[src/rtl/uart_tx_ctrl_if.sv]
// Word-write side and serializer/parity/mux control side of the UART TX frame sequencer.
interface uart_tx_ctrl_if #(parameter int WIDTH = 8);
    logic [WIDTH-1:0] p_data;
    logic             data_valid;
    logic             par_en;
    logic [WIDTH-1:0] ser_data;
    logic             ser_load;
    logic             ser_en;
    logic             par_flag;
    logic [1:0]       mux_sel;
    logic             busy;
    logic             full;
    logic             overrun;

    modport master (
        output p_data, data_valid, par_en,
        input  ser_data, ser_load, ser_en, par_flag, mux_sel, busy, full, overrun
    );

    modport slave (
        input  p_data, data_valid, par_en,
        output ser_data, ser_load, ser_en, par_flag, mux_sel, busy, full, overrun
    );
endinterface

[src/rtl/uart_tx_ctrl.sv]
// UART TX frame sequencer: start, WIDTH data bits, optional parity, stop; one-word pending buffer.
module uart_tx_ctrl #(
    parameter int WIDTH = 8
) (
    input  logic          clk,
    input  logic          rst,
    uart_tx_ctrl_if.slave bus
);
    localparam int CW = $clog2(WIDTH);

    typedef enum logic [2:0] {IDLE, START, DATA, PARITY, STOP} state_t;

    state_t           state, state_nxt;
    logic [CW-1:0]    cnt;
    logic [WIDTH-1:0] ser_data, hold;
    logic             full, par_en_r, overrun;
    logic             last_bit;
    logic [1:0]       mux_sel;
    logic             ser_load, ser_en, par_flag;

    assign last_bit = (cnt == CW'(WIDTH - 1));

    always_ff @(posedge clk) begin
        if (rst) state <= IDLE;
        else     state <= state_nxt;
    end

    always_comb begin
        state_nxt = state;
        mux_sel   = 2'b11;
        ser_load  = 1'b0;
        ser_en    = 1'b0;
        par_flag  = 1'b0;
        case (state)
            IDLE:   if (bus.data_valid) state_nxt = START;
            START: begin
                mux_sel   = 2'b00;
                ser_load  = 1'b1;
                state_nxt = DATA;
            end
            DATA: begin
                mux_sel = 2'b01;
                ser_en  = 1'b1;
                if (last_bit) begin
                    par_flag  = par_en_r;
                    state_nxt = par_en_r ? PARITY : STOP;
                end
            end
            PARITY: begin
                mux_sel   = 2'b10;
                state_nxt = STOP;
            end
            STOP:    state_nxt = (full || bus.data_valid) ? START : IDLE;
            default: state_nxt = IDLE;
        endcase
    end

    always_ff @(posedge clk) begin
        if (rst) begin
            ser_data <= '0;
            hold     <= '0;
            cnt      <= '0;
            full     <= 1'b0;
            par_en_r <= 1'b0;
            overrun  <= 1'b0;
        end else begin
            overrun <= 1'b0;
            case (state)
                IDLE: begin
                    if (bus.data_valid) begin
                        ser_data <= bus.p_data;
                        par_en_r <= bus.par_en;
                    end
                end
                STOP: begin
                    // Hold drains into the next frame; a same-cycle write refills it without overrun.
                    if (full) begin
                        ser_data <= hold;
                        par_en_r <= bus.par_en;
                        if (bus.data_valid) hold <= bus.p_data;
                        else                full <= 1'b0;
                    end else if (bus.data_valid) begin
                        ser_data <= bus.p_data;
                        par_en_r <= bus.par_en;
                    end
                end
                default: begin
                    if (state == START) cnt <= '0;
                    else if (state == DATA) cnt <= cnt + CW'(1);
                    if (bus.data_valid) begin
                        if (!full) begin
                            hold <= bus.p_data;
                            full <= 1'b1;
                        end else begin
                            overrun <= 1'b1;
                        end
                    end
                end
            endcase
        end
    end

    assign bus.ser_data = ser_data;
    assign bus.ser_load = ser_load;
    assign bus.ser_en   = ser_en;
    assign bus.par_flag = par_flag;
    assign bus.mux_sel  = mux_sel;
    assign bus.busy     = (state != IDLE);
    assign bus.full     = full;
    assign bus.overrun  = overrun;
endmodule

[src/flat_wrapper.sv]
// flat-port wrapper written by rule: the top's interface ports become plain ports
module uart_tx_ctrl_flat 
#(
    parameter int WIDTH = 8
)
  (clk, rst, bus_p_data, bus_data_valid, bus_par_en, bus_ser_data, bus_ser_load, bus_ser_en, bus_par_flag, bus_mux_sel, bus_busy, bus_full, bus_overrun);
  uart_tx_ctrl_if #(.WIDTH(WIDTH)) bus_i ();
  input  logic clk;
  input  logic rst;
  input wire logic [$bits(bus_i.p_data)-1:0] bus_p_data;
  input wire logic [$bits(bus_i.data_valid)-1:0] bus_data_valid;
  input wire logic [$bits(bus_i.par_en)-1:0] bus_par_en;
  output wire logic [$bits(bus_i.ser_data)-1:0] bus_ser_data;
  output wire logic [$bits(bus_i.ser_load)-1:0] bus_ser_load;
  output wire logic [$bits(bus_i.ser_en)-1:0] bus_ser_en;
  output wire logic [$bits(bus_i.par_flag)-1:0] bus_par_flag;
  output wire logic [$bits(bus_i.mux_sel)-1:0] bus_mux_sel;
  output wire logic [$bits(bus_i.busy)-1:0] bus_busy;
  output wire logic [$bits(bus_i.full)-1:0] bus_full;
  output wire logic [$bits(bus_i.overrun)-1:0] bus_overrun;
  assign bus_i.p_data = bus_p_data;
  assign bus_i.data_valid = bus_data_valid;
  assign bus_i.par_en = bus_par_en;
  assign bus_ser_data = bus_i.ser_data;
  assign bus_ser_load = bus_i.ser_load;
  assign bus_ser_en = bus_i.ser_en;
  assign bus_par_flag = bus_i.par_flag;
  assign bus_mux_sel = bus_i.mux_sel;
  assign bus_busy = bus_i.busy;
  assign bus_full = bus_i.full;
  assign bus_overrun = bus_i.overrun;
  uart_tx_ctrl #(.WIDTH(WIDTH)) u_core (.clk(clk), .rst(rst), .bus(bus_i));
endmodule
[config.mk]
export PLATFORM = sky130hd
export DESIGN_NAME = uart_tx_ctrl_flat
export DESIGN_NICKNAME = d
export VERILOG_FILES = /design/src/rtl/uart_tx_ctrl_if.sv /design/src/rtl/uart_tx_ctrl.sv /design/src/flat_wrapper.sv
export SDC_FILE = /design/constraint.sdc
export NUM_CORES = 1
export LEC_CHECK = 0
export ABC_AREA = 1
export CAP_MARGIN = 20
export CELL_PAD_IN_SITES_DETAIL_PLACEMENT = 0
export CELL_PAD_IN_SITES_GLOBAL_PLACEMENT = 1
export CORE_MARGIN = 1.5
export CORE_UTILIZATION = 34
export CTS_CLUSTER_DIAMETER = 100
export CTS_CLUSTER_SIZE = 20
export DETAILED_ROUTE_END_ITERATION = 6
export PLACE_DENSITY_LB_ADDON = 0.1
export SETUP_SLACK_MARGIN = 0.3
export SYNTH_ARGS = -nofsm -noshare
export SYNTH_HDL_FRONTEND = slang
export SYNTH_SLANG_ARGS = --single-unit
[constraint.sdc]
create_clock -name clk -period 1.74 [get_ports clk]
set_clock_uncertainty 0.05 [all_clocks]
set_input_delay 0.348 -clock clk [delete_from_list [all_inputs] [get_ports clk]]
set_output_delay 0.348 -clock clk [all_outputs]
set_load 0.02 [all_outputs]
### After elaboration in Yosys (flattened, before gate mapping)

Index checks and enable logic that the tools add are counted.

| cells by class | value |
|---|---|
| reductions and logical operators | 12 |
| eq/ne operators | 9 |
| add/sub/neg operators | 1 |
| bitwise logic cells | 3 |
| muxes and demuxes | 28 |

Operator list:

| kind | number |
|---|---|
| 2-to-1 mux 8 bit | 6 |
| one-hot mux 8 bit (2 select lines) | 2 |
| 2-to-1 mux 3 bit | 5 |
| one-hot mux 3 bit (5 select lines) | 1 |
| 2-to-1 mux 1 bit | 11 |
| equality test 3 x 2 -> 1 bit, second input constant | 2 |
| equality test 3 bit, second input constant | 2 |
| one-hot mux 2 bit (3 select lines) | 1 |
| AND reduction 2 bit | 3 |
| nonzero test 2 bit | 3 |
| inequality test 2 x 1 -> 1 bit, second input constant | 2 |
| inequality test 2 bit, second input constant | 2 |
| one-hot mux 1 bit (2 select lines) | 2 |
| AND reduction 4 bit | 1 |
| OR reduction 4 bit | 1 |
| adder 3 x 1 -> 3 bit, second input constant | 1 |
| equality test 3 x 1 -> 1 bit, second input constant | 1 |
| zero test 3 bit | 1 |
| inverter 1 bit | 3 |
| nonzero test 3 bit | 1 |
| OR reduction 2 bit | 1 |
| logical OR 1 bit | 1 |

| storage, ports and cells | value |
|---|---|
| flip-flop bits (word level) | 25 |
| bits of input ports | 12 |
| output and inout bits | 16 |
| word-level logic and storage cells | 60 |

### Depth between registers and ports, before layout

| depth | value |
|---|---|
| depth after elaboration | 4 |
| gate-level depth with buffers | 7 |
| mapped depth without buffers | 7 |

### Least setup slack after synthesis

OpenSTA, ideal clock, no wires.

| timing | value |
|---|---|
| path type | flip-flop to output port |
| start | register u_core.cnt[0] |
| end | output bus_par_flag |
| path buffers | 0 |
| data required time | 1.342 ns |
| slack | 0.415 ns |
| arrival time | 0.927 ns |
| stages on the path, launching flop included | 5 |
| cell sequence | dfxtp_1 > ha_1 > ha_1 > inv_1 > nor2_1 |

| between the ends | value |
|---|---|
| word-level cells in the longest chain between the ends | 3 |

RTL lines:

| what | line | RTL |
|---|---|---|
| start: declaration | uart_tx_ctrl.sv:14 | `logic [CW-1:0] cnt;` |
| start signal: assignment | uart_tx_ctrl.sv:89 | `else if (state == DATA) cnt <= cnt + CW'(1);` |
| equality test 3 bit | uart_tx_ctrl.sv:21 | `assign last_bit = (cnt == CW'(WIDTH - 1));` |
| 2-to-1 mux 1 bit | uart_tx_ctrl.sv:44 | `if (last_bit) begin` |
| 2-to-1 mux 1 bit | uart_tx_ctrl.sv:34 | `case (state)` |
| end: declaration | flat_wrapper.sv:16 | `output wire logic [$bits(bus_i.par_flag)-1:0] bus_par_flag;` |

Every way passes these cells.

### Worst setup path in the final report

| timing | value |
|---|---|
| start | register u_core.state[1] |
| end | output bus_par_flag |

| between the ends | value |
|---|---|
| word-level cells in the longest chain between the ends | 2 |

RTL lines:

| what | line | RTL |
|---|---|---|
| start: declaration | uart_tx_ctrl.sv:13 | `state_t state, state_nxt;` |
| start signal: assignment | uart_tx_ctrl.sv:25 | `else state <= state_nxt;` |
| equality test 3 x 2 -> 1 bit | uart_tx_ctrl.sv:34 |  |
| 2-to-1 mux 1 bit | uart_tx_ctrl.sv:34 |  |

Every way passes these cells.

==> summary.md <==
| Metric | Value |
|---|---|
| Synth Cell Area | `1240 um2` |
| Core area | `3420 um2` |
| CTS tree | `built` |
| Tmin final | `1600 ps` |
| WP data required | `1340 ps` |
| Most frequent cells in the layout | `49 x nand2_1, 44 x nor2_1, 21 x inv_1` |
| Worst-Skew Late Latency | `310 ps` |
| Worst slew pin tran | `229 ps` |
| Number of global-route vias before repair | `1,250` |
| WL final | `3170 um` |
| Grt total ovfl | `0` |
| Comb pwr share | `58.0%` |
| I/O Pins | `28` |
| Cells on Worst Hold Path | `2` |
| Vias/cell | `4.60` |
| Syn Nets | `209` |
| Largest fanout on the critical path | `3` |
| Place WS | `-6.21 ps` |
| Final Setup Violations | `0` |
| Row count | `21` |
| Largest net degree at the start of global routing | `20` |
| First-pass GRT wire length | `5460 um` |
| Ys Warns | `0` |
| WHS | `444 ps` |
| Deepest clock path buffer count | `2` |
| Die Width | `63.4 um` |
| Int Power | `1.48 mW` |
| CP endpoint kind | `output pin` |
| Residual DRC | `0` |
| Antenna Cells | `0` |
| Mapped Cells | `195` |
| Cts hold-fix bufs | `0` |
| IO buf count | `27` |
| R2r setup slk | `340 ps` |
| RSZ-0062 raised after global routing | `yes` |
| Peak supply drop | `0.815 mV` |
| PD cells | `1380 nW/um2` |
| Die height | `63.4 um` |
| Commonest non-fill, non-tap cell in the layout | `nand2_1` |
| Leak Pwr | `0.877 nW` |
| Clk root buf | `clkbuf_4` |
| Arrival time of the worst setup path | `1200 ps` |
| Clock transition at the registers of the reported paths | `130 ps` |
| Vias | `1,333` |
| WL/cell | `10.9 um` |
| Switching power | `1.07 mW` |
| Hold Crit Start | `u_core.hold[1]` |
| CTS H-Tree Depth | `1` |
| Area Growth Syn to Fin | `49.1%` |
| Syn_area_per_cell | `6.36 um2` |
| Power Total | `2.55 mW` |
| Final Cycle Share | `92.0%` |
| Clock power share | `10.0%` |
| Crit Path Category | `flop to output pin` |
| GRT Resource Usage Total | `16.8%` |
| Max Slew Vio Count | `0` |
| Net Sw Frac | `42.0%` |
| RR Startpoint | `u_core.state[0]` |
| Final Wtd Congestion | `0.782` |
| Number of routed nets with antenna violations | `0` |
| Clk sinks | `25` |
| Worst setup margin | `138 ps` |
| Hold Path End | `u_core.hold[1]` |
| Fin nets | `259` |
| Max Cap Violations | `0` |
| DRT Pass-1 Iters | `4` |
| Initial core utilization | `36.3%` |
| Hold crit path type | `flop to flop` |
| Synth cell types | `17` |
| R2R Path End | `u_core.bus.ser_data[2]` |
| Slew Limit Headroom | `84.6%` |
| CTS buffer count | `3` |
| Initial DRC Count | `65` |
| Design area | `1850 um2` |
| Layout cell share with drive strength beyond 1 | `22.5%` |
| Die area | `4020 um2` |
| Initial antenna violation count | `0` |
| Synth Register Bits | `25` |
| FMAX | `624 MHz` |
| Post-detail-place hpwl | `2110 um` |
| Status | `complete, no violations` |
| Final Hold Vio Count | `0` |
| Startpoint Class | `flop` |
| Sequential share of the synthesized area | `40.4%` |
| Flop pwr share | `31.9%` |
| Reg2Reg Depth | `9` |
| Placed instance area | `1670 um2` |
registers in the layout, indices dropped and copies added (netlist names):
register             count
u_core.hold              8
u_core.bus.overrun       1
u_core.state             3
u_core.cnt               3
u_core.bus.ser_data      8
u_core.bus.full          1
u_core.par_en_r          1
logic make-up after synthesis:
logic type,Yosys count,synth area share [%]
compound gates,19,7.67
fa+ha+maj,2,2.02
buf+inv,31,9.69
flops,25,40.4
simple gates,118,40.3
layer usage:
layer  up-vias  global-route usage (%)  routed length [um]
met1       606                    21.9                1500
met4         0                    2.45                  17
met3         2                    3.93                 172
met5         -                       0                   0
li1        696                       -                   -
met2        29                    28.8                1480
power groups by stage:
stage | combinational [mW] | clock (mW) | sequential (mW)
final | 1.48 | 0.256 | 0.814
after global placement | 1.26 | 0 | 0.794
after floorplan | 0.653 | 0 | 0.882
after detailed placement | 1.27 | 0 | 0.802
after CTS | 1.41 | 0.273 | 0.798
after global routing | 1.62 | 0.295 | 0.835
how the worst max path moves through the flow:
stage / start / endpoint / cells past startpoint / slack [ps]
floorplan: u_core.cnt[0] / bus_par_flag / 4 / 420
global placement: u_core.cnt[0] / bus_par_flag / 5 / 9
detailed placement: u_core.cnt[0] / bus_par_flag / 5 / -6
CTS: u_core.cnt[0] / bus_par_flag / 5 / 50
global route: u_core.state[1] / bus_par_flag / 4 / 50
finish: u_core.state[1] / bus_par_flag / 4 / 140
final cells by class:
class | instances | area, um2
fill | 360 | 1570
multi-input combinational | 139 | 674
tap | 46 | 57.6
clock buffer | 4 | 26.3
sequential | 25 | 512
timing repair buffer | 49 | 475
inverter | 27 | 104
cell usage after synthesis:
master	instances	area share, %
inv_2	2	0.61
o21ai_0	12	4.8
nor2_2	1	0.50
nor3_1	2	0.81
nand2_1	52	16
inv_1	25	7.6
nand4_1	1	0.50
dfxtp_1	25	40
nor2_1	45	14
a21oi_1	7	2.8
nor2_4	2	1.8
ha_1	2	2.0
nand3_4	1	1.4
clkbuf_1	1	0.30
nor3b_1	1	0.61
buf_2	3	1.2
nand3_1	13	5.2
critical path, stage by stage (launching register included):
cell and delay [ps]:
dfxtp_4 390, buf_6 100, nand4_1 130, nor2_2 150, buf_6 120
through the flow:
step / std cells / TNS, ps / util [%]
after floorplan: 195 / 0 / -
after global placement: 279 / 0 / 49.0
after detailed placement: 279 / -6.21 / 49.0
after CTS: 290 / 0 / 51.8
after global routing: 290 / 0 / 54.1
final: 290 / 0 / 54.1
what timing repair did:
item	CTS	global route
pin swaps	3	4
resized for setup	55	29
gates cloned	0	0
endpoints found under the hold margin	0	0
endpoints found under the setup margin	33	23
buffers inserted	7	0
Note: power is estimated with default switching activity, not from simulation.
